==> config.mk <==
export PLATFORM = sky130hd
export DESIGN_NAME = vram_controller
export DESIGN_NICKNAME = d
export VERILOG_FILES = /design/src/rtl/vram_controller.sv
export SDC_FILE = /design/constraint.sdc
export NUM_CORES = 1
export LEC_CHECK = 0
export BUFFER_PORTS_ARGS = -buffer_cell sky130_fd_sc_hd__buf_2
export CORE_AREA = 4 4 64 66
export DETAILED_ROUTE_END_ITERATION = 7
export DIE_AREA = 0 0 68 70
export GPL_ROUTABILITY_DRIVEN = 0
export GPL_TIMING_DRIVEN = 0
export HOLD_SLACK_MARGIN = 0.06
export PLACE_DENSITY = 0.83
export SETUP_SLACK_MARGIN = 0.3
export SLEW_MARGIN = 20
export SYNTH_ARGS = -nofsm -noshare
export SYNTH_HDL_FRONTEND = slang
export SYNTH_SLANG_ARGS = --single-unit
==> constraint.sdc <==
create_clock -name Clock -period 0.8 [get_ports Clock]
set_input_delay 0.04 -clock Clock [delete_from_list [all_inputs] [get_ports Clock]]
set_output_delay 0.04 -clock Clock [all_outputs]
set_load 0.005 [all_outputs]
==> src/rtl/vram_controller.sv <==
// Video RAM front end: CPU/fill arbitration onto the single write port and scan-to-address read path.
// Fill engine is built only when VRAM_FILL_EN is defined; otherwise every CPU request is a write.
//
// state | meaning
// IDLE  | no fill; CPU owns every write slot
// FILL  | screen fill running; slot alternates CPU/fill under contention
module vram_controller #(
    parameter int DATA_WIDTH = 3,
    parameter int ADDR_WIDTH = 16
) (
    input  logic                    Clock,
    input  logic                    Reset,
    input  logic                    iCpuValid,
    input  logic [ADDR_WIDTH-1:0]   iCpuAddr,
    input  logic [DATA_WIDTH-1:0]   iCpuData,
    output logic                    oCpuReady,
    input  logic                    iFillStart,
    input  logic [DATA_WIDTH-1:0]   iFillColor,
    output logic                    oFillBusy,
    output logic                    oFillDone,
    input  logic [ADDR_WIDTH/2-1:0] iPixelX,
    input  logic [ADDR_WIDTH/2-1:0] iPixelY,
    input  logic                    iPixelValid,
    output logic                    oPixelValid,
    output logic                    oRamWriteEnable,
    output logic [ADDR_WIDTH-1:0]   oRamWriteAddress,
    output logic [DATA_WIDTH-1:0]   oRamDataIn,
    output logic [ADDR_WIDTH-1:0]   oRamReadAddress
);

    logic                  slot_we;
    logic [ADDR_WIDTH-1:0] slot_addr;
    logic [DATA_WIDTH-1:0] slot_data;
    logic                  pix_valid_d;

`ifdef VRAM_FILL_EN
    typedef enum logic {IDLE, FILL} state_t;

    state_t                state, state_next;
    logic [ADDR_WIDTH-1:0] rFillAddr, fill_addr_next;
    logic [DATA_WIDTH-1:0] rFillColor, fill_color_next;
    logic                  rLastFill, last_fill_next;
    logic                  fill_done_next;
    logic                  cpu_accept;

    // Ready comes from registers only so the CPU side never sees a combinational loop.
    assign oCpuReady  = (state == IDLE) | rLastFill;
    assign cpu_accept = iCpuValid & oCpuReady;
    assign oFillBusy  = (state == FILL);

    always_ff @(posedge Clock or negedge Reset) begin
        if (!Reset) begin
            state      <= IDLE;
            rFillAddr  <= '0;
            rFillColor <= '0;
            rLastFill  <= 1'b1;
            oFillDone  <= 1'b0;
        end else begin
            state      <= state_next;
            rFillAddr  <= fill_addr_next;
            rFillColor <= fill_color_next;
            rLastFill  <= last_fill_next;
            oFillDone  <= fill_done_next;
        end
    end

    always_comb begin
        state_next      = state;
        fill_addr_next  = rFillAddr;
        fill_color_next = rFillColor;
        last_fill_next  = rLastFill;
        fill_done_next  = 1'b0;
        slot_we         = 1'b0;
        slot_addr       = iCpuAddr;
        slot_data       = iCpuData;
        case (state)
            IDLE: begin
                slot_we = cpu_accept;
                if (iFillStart) begin
                    state_next      = FILL;
                    fill_addr_next  = '0;
                    fill_color_next = iFillColor;
                    last_fill_next  = ~cpu_accept;
                end
            end
            FILL: begin
                slot_we = 1'b1;
                if (cpu_accept) begin
                    last_fill_next = 1'b0;
                end else begin
                    slot_addr      = rFillAddr;
                    slot_data      = rFillColor;
                    fill_addr_next = rFillAddr + 1'b1;
                    last_fill_next = 1'b1;
                    if (rFillAddr == '1) begin
                        state_next     = IDLE;
                        fill_done_next = 1'b1;
                    end
                end
            end
            default: state_next = IDLE;
        endcase
    end
`else
    logic unused_fill;

    assign unused_fill = ^{iFillStart, iFillColor};
    assign oCpuReady   = 1'b1;
    assign oFillBusy   = 1'b0;
    assign oFillDone   = 1'b0;

    always_comb begin
        slot_we   = iCpuValid;
        slot_addr = iCpuAddr;
        slot_data = iCpuData;
    end
`endif

    always_ff @(posedge Clock or negedge Reset) begin
        if (!Reset) begin
            oRamWriteEnable  <= 1'b0;
            oRamWriteAddress <= '0;
            oRamDataIn       <= '0;
        end else begin
            oRamWriteEnable <= slot_we;
            if (slot_we) begin
                oRamWriteAddress <= slot_addr;
                oRamDataIn       <= slot_data;
            end
        end
    end

    // One stage here plus the RAM's registered read gives the two-cycle valid delay.
    always_ff @(posedge Clock or negedge Reset) begin
        if (!Reset) begin
            oRamReadAddress <= '0;
            pix_valid_d     <= 1'b0;
            oPixelValid     <= 1'b0;
        end else begin
            oRamReadAddress <= {iPixelY, iPixelX};
            pix_valid_d     <= iPixelValid;
            oPixelValid     <= pix_valid_d;
        end
    end

endmodule

==> out/metrics.csv <==
metric,value,unit
finalSetupViolations,43,
cts_tree,done,
area_growth,58.5,%
power.combinational.fraction,0.161,
synth.most_common_cell,sky130_fd_sc_hd__dfrtp_1,
worstSetupEndpointType,output pin,
detail_route.wirelength,2790,um
timing.final.crit_share,1.13,
regToRegEndpoint,oRamWriteAddress[8]$_DFFE_PN0P_,
power.share.sequential,0.569,
worst-endpoint-arrival,0.86,ns
sw_frac_of_total,0.228,
hold_path_class,in -> async,
drtIter0Drc,34,
die_h,70,um
p_clk_frac,0.270,
rrSetupSlack,-0.08,ns
cts_buffers,5,
yosys.cell_types.count,7,
final_critical_path_setup_slack,-0.102,ns
coreArea,0.00358,mm^2
cts-root-buf,sky130_fd_sc_hd__clkbuf_4,
global_route_usage_over_all_layers,0.128,
synth_enable_flop_cells,0,
yosysTopAreaCell,sky130_fd_sc_hd__dfrtp_1,
cts.path.max_buffers,2,
max_cap_violation_count,0,
power_switching,852,uW
synth.top_cell.area_share,0.752,
final_instance_area,0.00200,mm^2
drtAntennaViolNets,0,
final-hold-violation-count,57,
timing.critical_path.cells,buf_2,
number_of_placement_rows,22,
final_layout_size_suffix_gt1_frac,0.657,
critical_path_buf_inv_count,1,
number_of_cells_on_the_worst_reg_to_reg_path,2,
crit_path_top_delay_cell,sky130_fd_sc_hd__dfrtp_1,
syn-instance-count,64,
drcViolationCount,0,
top_achievable_clock_speed,1110,MHz
final.min_clock_period,0.902,ns
number_of_flip_flops_and_latches_in_the_synthesized_netlist,38,
yosys_most_used_dff,sky130_fd_sc_hd__dfrtp_1,
route.detailed.wl_per_inst,12.7,um
grt_setup_unrepaired,true,
placed_cell_area,0.00170,mm^2
crit_path_max_incr_delay,0.41,ns
final-max-slew-violation-count,0,
critPathRequiredTime,0.76,ns
worstSetupPathType,reg -> out,
floorplan.die_area,0.00476,mm^2
placedCellCount,188,
inserted_diodes,0,
worst_pin_slew,0.795,ns
power.ir.vdd_worst,888,uV
failed_checks,"negative hold slack, negative setup slack",
yosys_warnings,0,
synth_area_leaders,"sky130_fd_sc_hd__dfrtp_1 75%, sky130_fd_sc_hd__mux2_4 12%, sky130_fd_sc_hd__mux2_2 8.0%",
grt_max_degree,39,
synth_area_per_cell,19.7,um^2
area_of_the_mapped_netlist,0.00126,mm^2
vias,894,
synth_sequential_area_ratio,0.752,
cellLeakagePower,1.04,nW
worstSetupStartpointType,register,
finish.net_count,214,
p_per_area,1860,mW/mm^2
path_max_fanout,2,
grt_first_pass_wirelength,4380,um
internal_power,2.88,mW
cts_htree_levels,2,
remaining_overflow_grt,0,
cts.clk_slew.worst_paths,0.11,ns
cp_top_family,flip-flops,
drtPass1Iterations,3,
outcome,finished with violations,
post_synth_arst_share,1.00,
worst_hold_slack,-0.213,ns
clock-sinks,38,
fp.dieW,68,um
timing.max_slew.rel_slack,0.470,
cts.hold.buffers_added,18,
clock_insertion_delay_worst_skew,0.32,ns
preCtsSetupSlack,-0.101,ns
effective_utilization_at_floorplan,0.353,
io_buffers,75,
final_cell_count_no_fill,220,
ioPinCount,83,
dp.final_hpwl,1930,um
leading_post_synthesis_cells_by_instance_count,"38 x sky130_fd_sc_hd__dfrtp_1, 10 x sky130_fd_sc_hd__mux2_4, 9 x sky130_fd_sc_hd__mux2_2",
finClkSkew,0.000358,ns
mean_number_of_vias_per_cell,4.06,
antenna_found_initial,0,
total_power,3.73,mW
number_of_global_route_vias_before_repair,944,
timing.rr.start,oRamWriteAddress[8]$_DFFE_PN0P_,
startpoint,oRamWriteAddress[7]$_DFFE_PN0P_,
per-stage QoR:
step                utilization  setup TNS, ns
floorplan                     -              0
global placement          0.476         -0.773
detailed placement        0.476         -0.946
CTS                       0.559          -3.96
global route              0.560          -5.64
finish                    0.560          -3.12
layer usage:
metal | GRT usage | vias to the layer above | wire [um]
met1 | 0.128 | 428 | 1030
met5 | 0 | - | 0
li1 | - | 418 | -
met2 | 0.229 | 42 | 1530
met4 | 0.0486 | 0 | 50
met3 | 0.0482 | 6 | 185
logic make-up after synthesis:
family | synth area share
flops | 0.752
mux | 0.199
buf+inv | 0.0426
other cells | 0.00594
worst reg2reg max path, stage by stage (launching register included):
cell,delay [ns]
sky130_fd_sc_hd__dfrtp_1,0.40
sky130_fd_sc_hd__buf_4,0.13
sky130_fd_sc_hd__mux2_4,0.26
cell usage in the layout, fill, tap and decap left out:
cell,count
sky130_fd_sc_hd__dlygate4sd3_1,18
sky130_fd_sc_hd__buf_4,7
sky130_fd_sc_hd__mux2_4,11
sky130_fd_sc_hd__mux2_2,8
sky130_fd_sc_hd__clkbuf_4,5
sky130_fd_sc_hd__dfrtp_1,38
sky130_fd_sc_hd__clkbuf_8,1
sky130_fd_sc_hd__conb_1,3
sky130_fd_sc_hd__buf_2,75
sky130_fd_sc_hd__clkinvlp_4,1
sky130_fd_sc_hd__clkinv_2,1
sky130_fd_sc_hd__buf_12,1
sky130_fd_sc_hd__buf_6,3
timing repair:
action,in CTS,in global routing
hold endpoints to repair,75,57
setup endpoints to repair,56,56
gates resized for setup,2,1
buffers inserted,6,0
state kept, by name (all words and copies together) (netlist names):
name,count
oRamDataIn,3
pix_valid_d,1
oRamWriteAddress,16
oRamReadAddress,16
oPixelValid,1
oRamWriteEnable,1
how the worst max path moves through the flow:
stage                                                  end  slack (ns)  cells after the start
after floorplan           oRamWriteAddress[10]$_DFFE_PN0P_        0.05                      1
after global placement    oRamWriteAddress[13]$_DFFE_PN0P_       -0.08                      4
after detailed placement   oRamWriteAddress[5]$_DFFE_PN0P_       -0.10                      4
after CTS                                    oRamDataIn[0]       -0.12                      1
after global routing                   oRamWriteAddress[7]       -0.17                      1
final                                  oRamWriteAddress[7]       -0.10                      1
power groups by stage:
| stage | Clock (mW) | Sequential [mW] | Combinational [mW] |
|---|---|---|---|
| final | 1.01 | 2.12 | 0.602 |
| after global routing | 1.17 | 2.14 | 0.664 |
| after CTS | 1.06 | 2.12 | 0.609 |
| after detailed placement | 0 | 2.16 | 0.488 |
| after global placement | 0 | 2.15 | 0.480 |
| after floorplan | 0 | 2.18 | 0.177 |
layout make-up:
cell class                      count  area [um^2]
Clock buffer                        6         51.3
Sequential cell                    38          951
Clock inverter                      2         12.5
Timing Repair Buffer               99          608
Buffer                              5         53.8
Tap cell                           48         60.1
Fill cell                         322         1580
Multi-Input combinational cell     22          267
Note: power is estimated with default switching activity, not from simulation.
